### config.mk
export PLATFORM = sky130hd
export DESIGN_NAME = tokenizer
export DESIGN_NICKNAME = d
export VERILOG_FILES = /design/src/rtl/tokenizer.sv
export SDC_FILE = /design/constraint.sdc
export NUM_CORES = 1
export LEC_CHECK = 0
export ABC_CLOCK_PERIOD_IN_PS = 6300
export BUFFER_PORTS_ARGS = -buffer_cell sky130_fd_sc_hd__buf_4
export CORE_MARGIN = 8
export CORE_UTILIZATION = 50
export DETAILED_ROUTE_END_ITERATION = 8
export PLACE_DENSITY = 0.73
export SKIP_LAST_GASP = 1
export SLEW_MARGIN = 15
export SYNTH_ARGS = -nofsm -noshare
export SYNTH_HDL_FRONTEND = slang
export SYNTH_SLANG_ARGS = --single-unit
### constraint.sdc
create_clock -name clk -period 6.3 [get_ports clk]
set_clock_uncertainty 0.05 [all_clocks]
set_input_delay 0.315 -clock clk [delete_from_list [all_inputs] [get_ports clk]]
set_output_delay 0.315 -clock clk [all_outputs]
set_load 0.02 [all_outputs]
### src/rtl/tokenizer.sv
// Forth parse stage: skips blanks from a0, delimits the next word, reports its start, its length and the updated >IN.
// Optional over-length detection (31-byte cap, err flag) is enabled by defining TOKENIZER_MAXLEN_EN.
module tokenizer #(
    parameter int ASZ = 17,
    parameter int LSZ = 8
) (
    input  logic           clk,
    input  logic           rst,
    input  logic           start,
    input  logic [ASZ-1:0] a0,
    input  logic [ASZ-1:0] lim,
    output logic [ASZ-1:0] ma,
    input  logic [7:0]     mi,
    output logic           bsy,
    output logic           done,
    output logic [ASZ-1:0] tok_a,
    output logic [LSZ-1:0] tok_n,
    output logic [ASZ-1:0] nxt_a,
    output logic           eol,
    output logic           err,
    output logic [2:0]     st
);

    typedef enum logic [2:0] {
        IDLE   = 3'd0,
        SK_RD  = 3'd1,
        SK_CHK = 3'd2,
        SC_RD  = 3'd3,
        SC_CHK = 3'd4,
        DONE   = 3'd5
    } state_t;

`ifdef TOKENIZER_MAXLEN_EN
    localparam logic [LSZ-1:0] NMAX   = LSZ'(31);
    localparam logic           LIM_EN = 1'b1;
`else
    localparam logic [LSZ-1:0] NMAX   = {LSZ{1'b1}};
    localparam logic           LIM_EN = 1'b0;
`endif

    state_t         state, state_nx;
    logic [ASZ-1:0] ptr, ptr_nx;
    logic [ASZ-1:0] lim_r, lim_nx;
    logic [ASZ-1:0] tok_a_nx, nxt_a_nx;
    logic [LSZ-1:0] tok_n_nx;
    logic           eol_nx, err_nx;
    logic           ws;

    assign ws = (mi != 8'h00) && (mi <= 8'h20);

    always_comb begin
        state_nx = state;
        ptr_nx   = ptr;
        lim_nx   = lim_r;
        tok_a_nx = tok_a;
        tok_n_nx = tok_n;
        nxt_a_nx = nxt_a;
        eol_nx   = eol;
        err_nx   = err;
        case (state)
            IDLE: begin
                if (start) begin
                    ptr_nx   = a0;
                    // An empty or inverted window collapses to ptr==lim so the first RD ends the scan.
                    lim_nx   = (lim <= a0) ? a0 : lim;
                    tok_n_nx = '0;
                    eol_nx   = 1'b0;
                    err_nx   = 1'b0;
                    state_nx = SK_RD;
                end
            end
            SK_RD, SC_RD: begin
                if (ptr == lim_r) begin
                    eol_nx   = 1'b1;
                    nxt_a_nx = ptr;
                    state_nx = DONE;
                end else begin
                    state_nx = (state == SK_RD) ? SK_CHK : SC_CHK;
                end
            end
            SK_CHK: begin
                if (mi == 8'h00) begin
                    eol_nx   = 1'b1;
                    nxt_a_nx = ptr;
                    state_nx = DONE;
                end else if (ws) begin
                    ptr_nx   = ptr + 1'b1;
                    state_nx = SK_RD;
                end else begin
                    tok_a_nx = ptr;
                    tok_n_nx = LSZ'(1);
                    ptr_nx   = ptr + 1'b1;
                    state_nx = SC_RD;
                end
            end
            SC_CHK: begin
                if (mi == 8'h00) begin
                    eol_nx   = 1'b1;
                    nxt_a_nx = ptr;
                    state_nx = DONE;
                end else if (ws) begin
                    nxt_a_nx = ptr + 1'b1;
                    state_nx = DONE;
                end else begin
                    if (tok_n == NMAX) err_nx = err | LIM_EN;
                    else               tok_n_nx = tok_n + 1'b1;
                    ptr_nx   = ptr + 1'b1;
                    state_nx = SC_RD;
                end
            end
            DONE:    state_nx = IDLE;
            default: state_nx = IDLE;
        endcase
    end

    always_ff @(posedge clk) begin
        if (rst) begin
            state <= IDLE;
            ptr   <= '0;
            lim_r <= '0;
            tok_a <= '0;
            tok_n <= '0;
            nxt_a <= '0;
            eol   <= 1'b0;
            err   <= 1'b0;
        end else begin
            state <= state_nx;
            ptr   <= ptr_nx;
            lim_r <= lim_nx;
            tok_a <= tok_a_nx;
            tok_n <= tok_n_nx;
            nxt_a <= nxt_a_nx;
            eol   <= eol_nx;
            err   <= err_nx;
        end
    end

    assign ma   = ptr;
    assign bsy  = (state != IDLE) && (state != DONE);
    assign done = (state == DONE);
    assign st   = state;

endmodule
==> summary.md <==
| Metric | Value |
|---|---|
| Psw | 420 uW |
| Resize count post-CTS | 0 |
| Initial Util | 51.5% |
| Hpwl dp | 10.6 mm |
| Routed Antenna Nets | 0 |
| Syn nets | 700 |
| Worst setup EP type | register |
| Reg2reg start | st[0] |
| Syn Area/Cell | 7.92 sq um |
| CP max FO | 19 |
| FF-to-FF path depth | 6 |
| Quantity of I/O buffers inserted on ports | 109 |
| # diodes | 0 |
| H-tree levels | 3 |
| Crit share post-route | 50.4% |
| Area Overhead vs Synth | 19.4% |
| WP data required | 6.47 ns |
| Worst setup SP type | register |
| Width of the chip | 116 um |
| Number of global-route vias before repair | 4574 |
| Avg Vias per Cell | 5.68 |
| Max-cap viol count | 0 |
| FF-to-FF setup slack | 3.12 ns |
| Comb pwr share | 25.2% |
| CP Capture Point | nxt_a[5] |
| Slew margin rel. | 29.1% |
| Full die area | 13500 sq um |
| Kind of critical path | reg2reg |
| Min Tclk post-route | 3.18 ns |
| Wire length of the first global-routing pass | 22.9 mm |
| Capturing point of the worst reg2reg path | nxt_a[5] |
| Core Region | 9770 sq um |
| Worst path top cell family by delay | compound AO/OA/AOI/OAI gates |
| Max Clk Rate | 0.315 GHz |
| Post-Place Cells | 832 |
| Footprint of the multi-input gates | 3150 sq um |
| Initial antenna violation count | 0 |
| PD cells | 207 nW/um^2 |
| Worst skew pair latency | 0.36 ns |
| Grt ovf | 0 |
| Hold WC Path Type | in2reg |
| CTS tree | done |
| Sw Share | 33.7% |
| Setup repair bufs after CTS | 0 |
| Seq/Total Area, Yosys | 31.8% |
| CP Cell Sequence | nor3b_1, o211a_1, a211oi_4, o31a_1, mux2i_1, nor2_1 |
| Status | finished clean |
| Flop pwr share | 47.0% |
| Seq. cell area | 1600 sq um |
| Top_reg_cell synth | dfxtp_1 |
| Leak pwr | 0.00271 uW |
| Critical Path Max Stage Delay | 0.92 ns |
| Critical path depth | 6 |
| Mapped Area | 5040 sq um |
| Final Hold Fails | 0 |
| Finished Cell Area | 6020 sq um |
| Die Height | 116 um |
| Cell variety after synth | 57 |
| Reg clk slew, reported paths | 0.09 ns |
| Fin util | 61.5% |
| CTS root buf | clkbuf_8 |
| Total GRT Usage | 21.2% |
| Max Slew Vio Count | 0 |
| Residual DRC | 0 |
| Initial DRC count | 294 |
| CP Launch Point | st[0] |
| Pint | 826 uW |
| CTS buffer count | 9 |
| WL final | 14.3 mm |
| Slowest CP cell | o31a_1 |
| Standard-cell row count | 36 |
| I/O pin total | 111 |
| Layout cells sized above 1 | 20.1% |
| Post-DP Area | 5840 sq um |
| Ys Warns | 0 |
| Clock Power Share | 27.9% |
| Pin count of the biggest net entering global routing | 75 |
| Cells after Synth | 636 |
| RSZ-0062 raised after global routing | false |
| Hold Path Depth | 2 |
| Cts hold-fix bufs | 0 |
| Vias | 4813 |
| Clock Sinks | 80 |
| Post-synth EDFFs | 0 |
| NumNets Final | 774 |
| Final std cells w/o fill | 848 |
| Total negative slack | 0 ns |
| Flops & latches, synth | 80 |
| RD Place Congestion | 0.928 |
| Wirelength per Cell | 16.9 um |
| DRT Pass-1 Iters | 5 |
| # fillers | 902 |
| Tightest Pin Transition | 1.06 ns |
| Async set-reset flop share out of synthesis | 0% |
| Clock buffer depth | 2 |
| Buffers & Inverters on Critical Path | 0 |
| Final setup violation count | 0 |
| Critical Path AT | 3.34 ns |
| Peak supply drop | 98.0 uV |
[state kept, by name, summed over array words and instances, names as in the netlist]
name   cells
nxt_a     17
ma        17
tok_n      8
lim_r     17
eol        1
tok_a     17
st         3
[final cells by class]
cell class | instances | share of cell area (%)
multi-input combinational | 486 | 52.4
sequential | 80 | 26.6
timing repair buffer | 113 | 14.1
tap | 133 | 2.77
clock buffer | 11 | 2.35
inverter | 20 | 1.25
clock inverter | 5 | 0.541
[Yosys cell counts (15+ instances only)]
cell type	number	area, sq um
nor2_1	106	398
dfxtp_1	80	1600
nand2_1	41	154
clkbuf_1	40	150
mux2i_1	35	350
o21ai_0	32	160
a21oi_1	28	140
xor2_1	28	245
inv_1	20	75.1
ha_1	19	238
nand3_1	19	95.1
nand3b_1	19	143
o31a_1	19	166
nor3_1	15	75.1
[routing by layer]
layer  GRT usage [%]  vias to the layer above  part of all wire [%]
li1                -                     2376                     -
met1            27.9                     2256                    46
met2            34.1                      164                    46
met3            3.05                       17                   6.6
met4            8.12                        0                   1.5
met5               0                        -                     0
[worst min path at each step]
stage               startpoint   endpoint  slack, ns
finish                 lim[11]  lim_r[11]       0.13
floorplan               lim[0]   lim_r[0]       0.40
global placement           eol        eol       0.40
CTS                    lim[15]  lim_r[15]       0.12
detailed placement         eol        eol       0.40
global route           lim[11]  lim_r[11]       0.14
[cell usage in the layout, fill, tap and decap left out, drive strengths merged, types with 3 or more instances in the layout]
master / Yosys / final
or4: 7 / 7
nor2: 106 / 106
a2bb2oi: 4 / 4
a21oi: 28 / 28
o31ai: 4 / 4
xnor2: 10 / 10
or3b: 4 / 4
dfxtp: 80 / 80
inv: 20 / 20
nand4: 10 / 10
buf: 10 / 113
and2: 3 / 3
nand3: 19 / 19
mux2i: 35 / 35
o31a: 19 / 19
clkbuf: 40 / 11
ha: 19 / 19
nor2b: 3 / 3
nor3: 15 / 15
o21ai: 41 / 41
o21ba: 18 / 18
xor2: 28 / 28
nor4: 9 / 9
a211oi: 4 / 4
nand2b: 4 / 4
and3: 7 / 7
nand2: 41 / 41
clkinv: 0 / 5
or3: 5 / 5
nand3b: 19 / 19
[power groups by stage]
stage               sequential, uW  clock, uW  combinational [uW]
floorplan                      584          0                 216
global placement               595          0                 303
finish                         586        347                 313
detailed placement             596          0                 311
global route                   591        373                 344
CTS                            584        351                 312
[stage by stage]
step	hold slack [ns]	power, uW	setup WS [ns]
2_1_floorplan	0.401	800	3.86
3_3_place_gp	0.397	897	3.28
3_5_place_dp	0.405	907	3.10
4_1_cts	0.125	1250	3.18
5_1_grt	0.137	1310	2.91
6_report	0.135	1250	3.12
[kinds of logic (layout without fill, tap and decap cells)]
kind of cell | Yosys count | count (layout) | share of synthesized area, %
and+or+nand+nor | 259 | 259 | 25.4
buffers and inverters | 70 | 149 | 6.04
xor gates and xnor gates | 38 | 38 | 6.61
adders and majority gates | 19 | 19 | 4.72
other | 1 | 1 | 0.0744
muxes | 35 | 35 | 6.95
AOI/OAI and AO/OA | 134 | 134 | 18.5
DFF | 80 | 80 | 31.8
Note: power is estimated with default switching activity, not from simulation.
